`config.mk`:
```
export PLATFORM = sky130hd
export DESIGN_NAME = prefetch_unit
export DESIGN_NICKNAME = d
export VERILOG_FILES = /design/src/rtl/prefetch_unit_pkg.sv /design/src/rtl/prefetch_fifo.sv /design/src/rtl/prefetch_unit.sv
export SDC_FILE = /design/constraint.sdc
export NUM_CORES = 1
export LEC_CHECK = 0
export ABC_AREA = 1
export CAP_MARGIN = 40
export CORE_AREA = 2 2 180 164
export CTS_CLUSTER_DIAMETER = 80
export CTS_CLUSTER_SIZE = 16
export DETAILED_ROUTE_END_ITERATION = 10
export DIE_AREA = 0 0 182 166
export GPL_TIMING_DRIVEN = 1
export HOLD_SLACK_MARGIN = 0.1
export PLACE_DENSITY = 0.87
export SETUP_SLACK_MARGIN = 0.1
export SYNTH_ARGS = -nofsm -noshare
export SYNTH_HDL_FRONTEND = slang
export SYNTH_SLANG_ARGS = --single-unit
```
`constraint.sdc`:
```
create_clock -name clk -period 2.45 [get_ports clk]
set_input_delay 0.49 -clock clk [delete_from_list [all_inputs] [get_ports clk]]
set_output_delay 0.49 -clock clk [all_outputs]
set_load 0.1 [all_outputs]
```
`src/rtl/prefetch_unit_pkg.sv`:
```
// prefetch_unit_pkg: shared types, constants and fetch helper for the prefetch unit
package prefetch_unit_pkg;
  typedef enum logic [1:0] {RUN, WAIT, DISCARD} fetch_state_t;
  typedef enum logic {MODE_ARM, MODE_THUMB} fetch_mode_t;
  localparam int PC_STEP_ARM = 4;
  localparam int PC_STEP_THUMB = 2;
  localparam int PC_W = 32;
  typedef struct packed {
    logic [31:0] instr;
    logic [PC_W-1:0] pc;
    fetch_mode_t mode;
  } fetch_entry_t;
  function automatic logic [31:0] fetch_instr(fetch_mode_t m, logic a1, logic [31:0] d);
    return m == MODE_THUMB ? {16'h0, a1 ? d[31:16] : d[15:0]} : d;
  endfunction
endpackage

```
`src/rtl/prefetch_fifo.sv`:
```
// prefetch_fifo: generic DEPTH-entry synchronous FIFO with single-cycle clear
//   clk, reset (async, active-low), clr, push/din, pop, head (entry at read pointer), count
module prefetch_fifo #(
  parameter int DEPTH = 4,
  parameter type T = logic [31:0]
) (
  input  logic                       clk,
  input  logic                       reset,
  input  logic                       clr,
  input  logic                       push,
  input  logic                       pop,
  input  T                           din,
  output T                           head,
  output logic [$clog2(DEPTH+1)-1:0] count
);
  localparam int AW = $clog2(DEPTH);
  localparam int CW = $clog2(DEPTH + 1);
  T mem [DEPTH];
  logic [AW-1:0] rd, wr;
  assign head = mem[rd];
  always_ff @(posedge clk or negedge reset)
    if (!reset) begin
      rd <= '0;
      wr <= '0;
      count <= '0;
      for (int i = 0; i < DEPTH; i++) mem[i] <= '0;
    end else if (clr) begin
      rd <= '0;
      wr <= '0;
      count <= '0;
    end else begin
      if (push) mem[wr] <= din;
      wr <= wr + AW'(push);
      rd <= rd + AW'(pop);
      count <= count + CW'(push) - CW'(pop);
    end
endmodule

```
`src/rtl/prefetch_unit.sv`:
```
// prefetch_unit: ARM7 instruction prefetch queue between the bus master port and the decoder
//   memory side : mem_req/mem_addr out, mem_ready/mem_rdata in (one outstanding request)
//   control     : flush/flush_pc/thumb restart the stream; reset is async active-low
//   decoder side: ir_valid/ir/ir_pc out, ir_ready in; level = occupied entries
//   PREFETCH_BYPASS_EN: an empty queue forwards returning data to ir in the same cycle
module prefetch_unit
  import prefetch_unit_pkg::*;
#(
  parameter int ADDR_W = 32,
  parameter int DEPTH = 4,
  parameter logic [ADDR_W-1:0] RESET_PC = '0
) (
  input  logic                       clk,
  input  logic                       reset,
  output logic                       mem_req,
  output logic [ADDR_W-1:0]          mem_addr,
  input  logic                       mem_ready,
  input  logic [31:0]                mem_rdata,
  input  logic                       flush,
  input  logic [ADDR_W-1:0]          flush_pc,
  input  logic                       thumb,
  output logic                       ir_valid,
  output logic [31:0]                ir,
  output logic [ADDR_W-1:0]          ir_pc,
  input  logic                       ir_ready,
  output logic [$clog2(DEPTH+1)-1:0] level
);
  fetch_state_t state;
  fetch_mode_t mode_q;
  logic [ADDR_W-1:0] fetch_pc;
  fetch_entry_t din, head;
  logic q_valid, pop, take, push, byp, space;
  assign q_valid = level != '0;
  assign pop = q_valid & ir_ready & ~flush;
  assign take = state == WAIT & mem_ready & ~flush;
  assign space = (int'(level) - int'(pop)) < DEPTH;
  assign din = '{instr: fetch_instr(mode_q, mem_addr[1], mem_rdata), pc: PC_W'(mem_addr), mode: mode_q};
`ifdef PREFETCH_BYPASS_EN
  assign byp = take & ~q_valid;
`else
  assign byp = 1'b0;
`endif
  // a bypassed instruction that the decoder takes immediately never enters the queue
  assign push = take & ~(byp & ir_ready);
  always_comb begin
    ir_valid = q_valid | byp;
    ir = byp ? din.instr : head.mode == MODE_THUMB ? {16'h0, head.instr[15:0]} : head.instr;
    ir_pc = byp ? mem_addr : ADDR_W'(head.pc);
  end
  prefetch_fifo #(.DEPTH(DEPTH), .T(fetch_entry_t)) u_fifo (
    .clk(clk), .reset(reset), .clr(flush), .push(push), .pop(pop),
    .din(din), .head(head), .count(level)
  );
  always_ff @(posedge clk or negedge reset)
    if (!reset) begin
      state <= RUN;
      mode_q <= MODE_ARM;
      fetch_pc <= RESET_PC;
      mem_req <= 1'b0;
      mem_addr <= RESET_PC;
    end else begin
      if (flush) begin
        fetch_pc <= {flush_pc[ADDR_W-1:2], flush_pc[1] & thumb, 1'b0};
        mode_q <= thumb ? MODE_THUMB : MODE_ARM;
      end else if (take)
        fetch_pc <= fetch_pc + ADDR_W'(mode_q == MODE_THUMB ? PC_STEP_THUMB : PC_STEP_ARM);
      case (state)
        RUN:
          if (!flush && space) begin
            state <= WAIT;
            mem_req <= 1'b1;
            mem_addr <= fetch_pc;
          end
        WAIT, DISCARD:
          if (mem_ready) begin
            state <= RUN;
            mem_req <= 1'b0;
          end else if (flush)
            state <= DISCARD;
        default: state <= RUN;
      endcase
    end
endmodule

```
; ---- Yosys cells after proc, flatten, opt, wreduce, memory -nomap -nowiden
; Index checks and enable logic that the tools add are counted.
[classes]
magnitude_cmp = 4
n_eq_ne = 5
muxes = 23
add_sub_neg = 6
n_shift = 0
n_reduce_logical = 12
n_mul = 0
div = 0
n_bitwise = 8
[op_table]
columns = operator, n
row1 = $bwmux W260, 1
row2 = $mux W65, 3
row3 = $bmux W65 S2, 1
row4 = $demux W65 S2, 1
row5 = $mux W32, 4
row6 = $add A32 B3 Y32, 1
row7 = $mux W16, 1
row8 = $mux W2, 5
row9 = $ge A3 B3 Y1 const B, 2
row10 = $mux W3, 2
row11 = $not A2 Y3, 2
row12 = $reduce_and A2 Y1, 3
row13 = $and A1 B1 Y1, 5
row14 = $add A2 B1 Y2, 2
row15 = $lt A4 B4 Y1 const B, 1
row16 = $ne A2 B2 Y1 const B, 2
row17 = $pmux W2 S2, 1
row18 = $reduce_bool A2 Y1, 2
row19 = $sub A3 B1 Y4, 1
row20 = $add A3 B1 Y3, 1
row21 = $lt A3 B1 Y1 const B, 1
row22 = $mux W1, 3
row23 = $ne A3 B3 Y1 const B, 1
row24 = $reduce_and A3 Y1, 1
row25 = other kinds (10), 11
[totals]
mem_bits_ro = 0
input_bits = 70
reg_bits = 335
word_cells = 78
output_inout_bits = 101
latch_bits = 0
n_memories = 0
mem_bits_rw = 0

; ---- Longest topological paths before layout
[logic_depth]
ltp_word = 8
ltp_mapped = 14
depth_no_buf = 12

; ---- Cells and area by module
; A second synthesis with hierarchy kept.
[hier_totals]
cells_unflattened = 2090
hier_area_um2 = 16502.1
[modules_own_cells]
columns = module, area_each_um2, seq_area_each_um2, n_inst, cells_per_inst
row1 = prefetch_fifo, 12119.1, 6681.4, 1, 1448
row2 = prefetch_unit, 4383.0, 1651.6, 1, 642

; ---- Least setup slack after synthesis
; No wires, ideal clock.
[synth_path]
path_type = register -> output
startpoint = register u_fifo.rd[0]
endpoint = output ir_pc[18]
arrival_time_ps = 2539
required_time_ps = 1960
path_stages_with_launch = 6
slack_ps = -579
path_buffers = 3
path_cell_list = dfrtp_1 buf_4 buf_2 buf_1 nor2_1 o22ai_1
[synth_via]
elab_chain_cells = 4
[synth_lines]
columns = item, line_no
row1 = "start, declared", prefetch_fifo.sv:19  ; logic [AW-1:0] rd, wr;
row2 = "start signal, assigned", prefetch_fifo.sv:34  ; rd <= rd + AW'(pop);
row3 = $not A2 Y3 (implied by the code), prefetch_fifo.sv:20  ; assign head = mem[rd];
row4 = $bmux W65 S2, prefetch_fifo.sv:20
row5 = $mux W65 (implied by the code) (2 in series), prefetch_fifo.sv:20
row6 = "end, declared", prefetch_unit.sv:24  ; output logic [ADDR_W-1:0] ir_pc,
; No other way between the ends. The select of a mux whose other input is x is not followed.

; ---- Worst setup path after layout
[layout_path]
startpoint = register u_fifo.rd[0]
endpoint = output ir_pc[12]
; The elaborated chain is that of the path after synthesis.

==> results.md <==
- Outcome: finished, violations left
- Violated checks: negative setup slack
- Via density: a little under 6
- Top Ports: 171
- Syn_area_per_cell: 7.69 um^2
- Nets@finish: about 2300
- Number of synthesized register bits: between 300 and 400
- DR pass1 iterations: 6
- Die height: 166 um
- Via Count: about 15000
- Setup Crit Path Kind: reg2out
- Relative slew slack: 53.8%
- Port bufs: 167
- HPWL Detailed: between 20 and 30 mm
- Worst setup startpoint: u_fifo.rd[0]
- Final ANT Viol Nets: 0
- H-tree levels: 1
- Max Slew Vio Count: 0
- FP Rows: 59
- Slew @ Worst Pin: 0.686 ns
- Area growth syn-to-layout: 28.1%
- Clock latency at the later pin of the worst-skew pair: 0.55 ns
- Worst hold path type: in2async
- Syn Inst Count: 2072
- Synth unique cells: 32
- Startpoint Class: flip-flop
- Reg2Reg Launch Point: mode_q
- Slowest cell on the critical path: dfrtp_4
- Seq/Total Area, Yosys: between 50% and 60%
- Antenna violations before repair: 0
- Post-layout power: 28.9 mW
- Max cap viols: 0
- Tmin final: 2.63 ns
- Post-Place Cells: 2509
- Endpoints failing setup: 63
- Synth cell count leaders: nand2_1, o21ai_0, dfrtp_1, inv_1, nor2_1
- Layout fillers: roughly 2000
- Pwr Density: 1410 mW/mm^2
- Routability Congestion: 0.936
- Synth top area share: 51.7%
- Register-to-Register Path Depth: 5
- Clk_skew: about 0.020 ns
- Largest net degree at the start of global routing: 72
- Reg2reg setup slack: 0.17 ns
- CP arrival: roughly 2.1 ns
- Die W: 182 um
- Maximum vdd drop: 1.41 mV
- RSZ-0062 raised after global routing: yes
- Top_reg_cell synth: dfrtp_1
- Core Util, Final: between 70 and 80%
- CTS sink count: around 330
- Overall Global Routing Usage: 31.0%
- Req. time, crit path: 1.96 ns
- Top post-synthesis cells by area: dfrtp_1, nand2_1, o21ai_0, inv_1, nor2_1
- Grt total ovfl: 0
- CTS buffer count: 24
- Final WS setup: -0.179 ns
- Ys Warns: 0
- Clk buf depth: 3
- Reg clk slew, reported paths: 0.07 ns
- Leading area contributor after synthesis: dfrtp_1
- Ant. Diodes: 0
- Die area: 0.0302 mm^2
- Hold Fails Final Rpt: 0
- Share of layout cells above drive strength 1: roughly 16%
- Place WS: -0.0527 ns
- Syn Std Cell Area: about 0.016 mm^2
- Finished Layout Cells: 2560
- First-pass GRT wire length: between 70 and 80 mm
- Async SR Flop Fraction: between 90% and 100%
- Most instantiated library cell after synthesis: nand2_1
- Pleak: 10.0 nW
- DRT Wirelength: 48.3 mm
- CP peak stage delay: 0.52 ns
- Fmax: 380 MHz
- Critical Path End Type: output port
- WL/cell: 18.9 um
- CTS tree: yes
- Root Driver: clkbuf_16
- Core Region: 0.0285 mm^2
- Drt drc: 0
- Critical path peak fanout: 22
- Initial DRC Count: 1749
- Number of synthesized flops with an enable pin: 0
- Initial core utilization: 55.9%
- Vias in the first global route: between 10000 and 15000
- CP cell instances: buf_6 > inv_6 > buf_16 > o21ai_0 > o22ai_4 > buf_12
- Crit share post-route: 107%
-- layout make-up --
type / instances / area (um^2) / area share (%)
Sequential cell: 329 / 8240 / 40.4
Inverter: 181 / 702 / 3.44
Clock buffer: 27 / 633 / 3.10
Multi-Input combinational cell: 1413 / 7080 / 34.7
Timing Repair Buffer: 242 / 3290 / 16.1
Timing Repair inverter: 1 / 8.76 / 0.0429
Tap cell: 366 / 458 / 2.24
Clock inverter: 1 / 8.76 / 0.0429
-- stage by stage --
stage	hold slack (ns)	area, um^2	setup TNS [ns]
after floorplan	0.194	16500	0
after global placement	0.455	19000	-0.0167
after detailed placement	0.460	19000	-0.0527
after CTS	0.479	20100	-6.71
after global routing	0.495	20400	-9.69
final	0.475	20400	-7.66
-- state kept, by name, summed over array words and instances, names as in the netlist, 2 cells and up --
register,cells
state,2
u_fifo.mem,256
mem_addr,31
u_fifo.wr,2
u_fifo.count,3
fetch_pc,31
u_fifo.rd,2
-- cells by family after synthesis --
| family | share of synthesized area, % |
|---|---|
| simple gates | 22.4 |
| fa+ha+maj | 1.27 |
| other cells | 0.0235 |
| flops | 51.7 |
| compound gates | 15.0 |
| xor+xnor | 0.440 |
| buf+inv | 9.16 |
-- routing by layer --
metal,up-vias,global-route usage (%),share of wire [%]
met5,-,0,0
met4,0,9.64,3.2
met3,137,5.13,10
met2,901,51.3,48
met1,7218,42.2,39
li1,6755,-,-
-- critical path, delay by kind of cell, from the launching register on --
kind	cells	cell delay, ns
buf+inv	4	0.70
compound gates	2	0.36
flops	1	0.52
-- where the power goes --
part           total (mW)  switching (mW)  internal [mW]
combinational        17.3            11.8           5.51
sequential           7.89            1.07           6.82
clock                3.67            1.86           1.82
-- layout by cell type (no fill, tap or decap), drive strengths merged, types with 2 or more instances in the layout --
| cell type | n |
|---|---|
| nand2 | 714 |
| o21ai | 365 |
| dfrtp | 329 |
| inv | 181 |
| nor2 | 177 |
| buf | 166 |
| clkdlybuf4s50 | 67 |
| o22ai | 47 |
| a21oi | 39 |
| clkbuf | 34 |
| nand3 | 33 |
| ha | 13 |
| xor2 | 7 |
| o211ai | 7 |
| fa | 2 |
| conb | 2 |
| clkinv | 2 |
-- worst paths after layout --
kind | endpoint
worst max-delay path | ir_pc[12]
worst min-delay path | u_fifo.mem[190]
worst max register to register | u_fifo.mem[174]
worst min register to register | u_fifo.mem[256]
max in group asynchronous | state[0]
min in group clk | u_fifo.mem[256]
-- repair_timing --
action | CTS | global route
gates resized for setup | 118 | 82
endpoints found under the setup margin | 63 | 73
cloned | 4 | 9
buffers inserted | 6 | 3
endpoints found under the hold margin | 50 | 0
pin swaps | 8 | 17
hold buffers | 1 | 0
(Power assumes the default switching activity.)
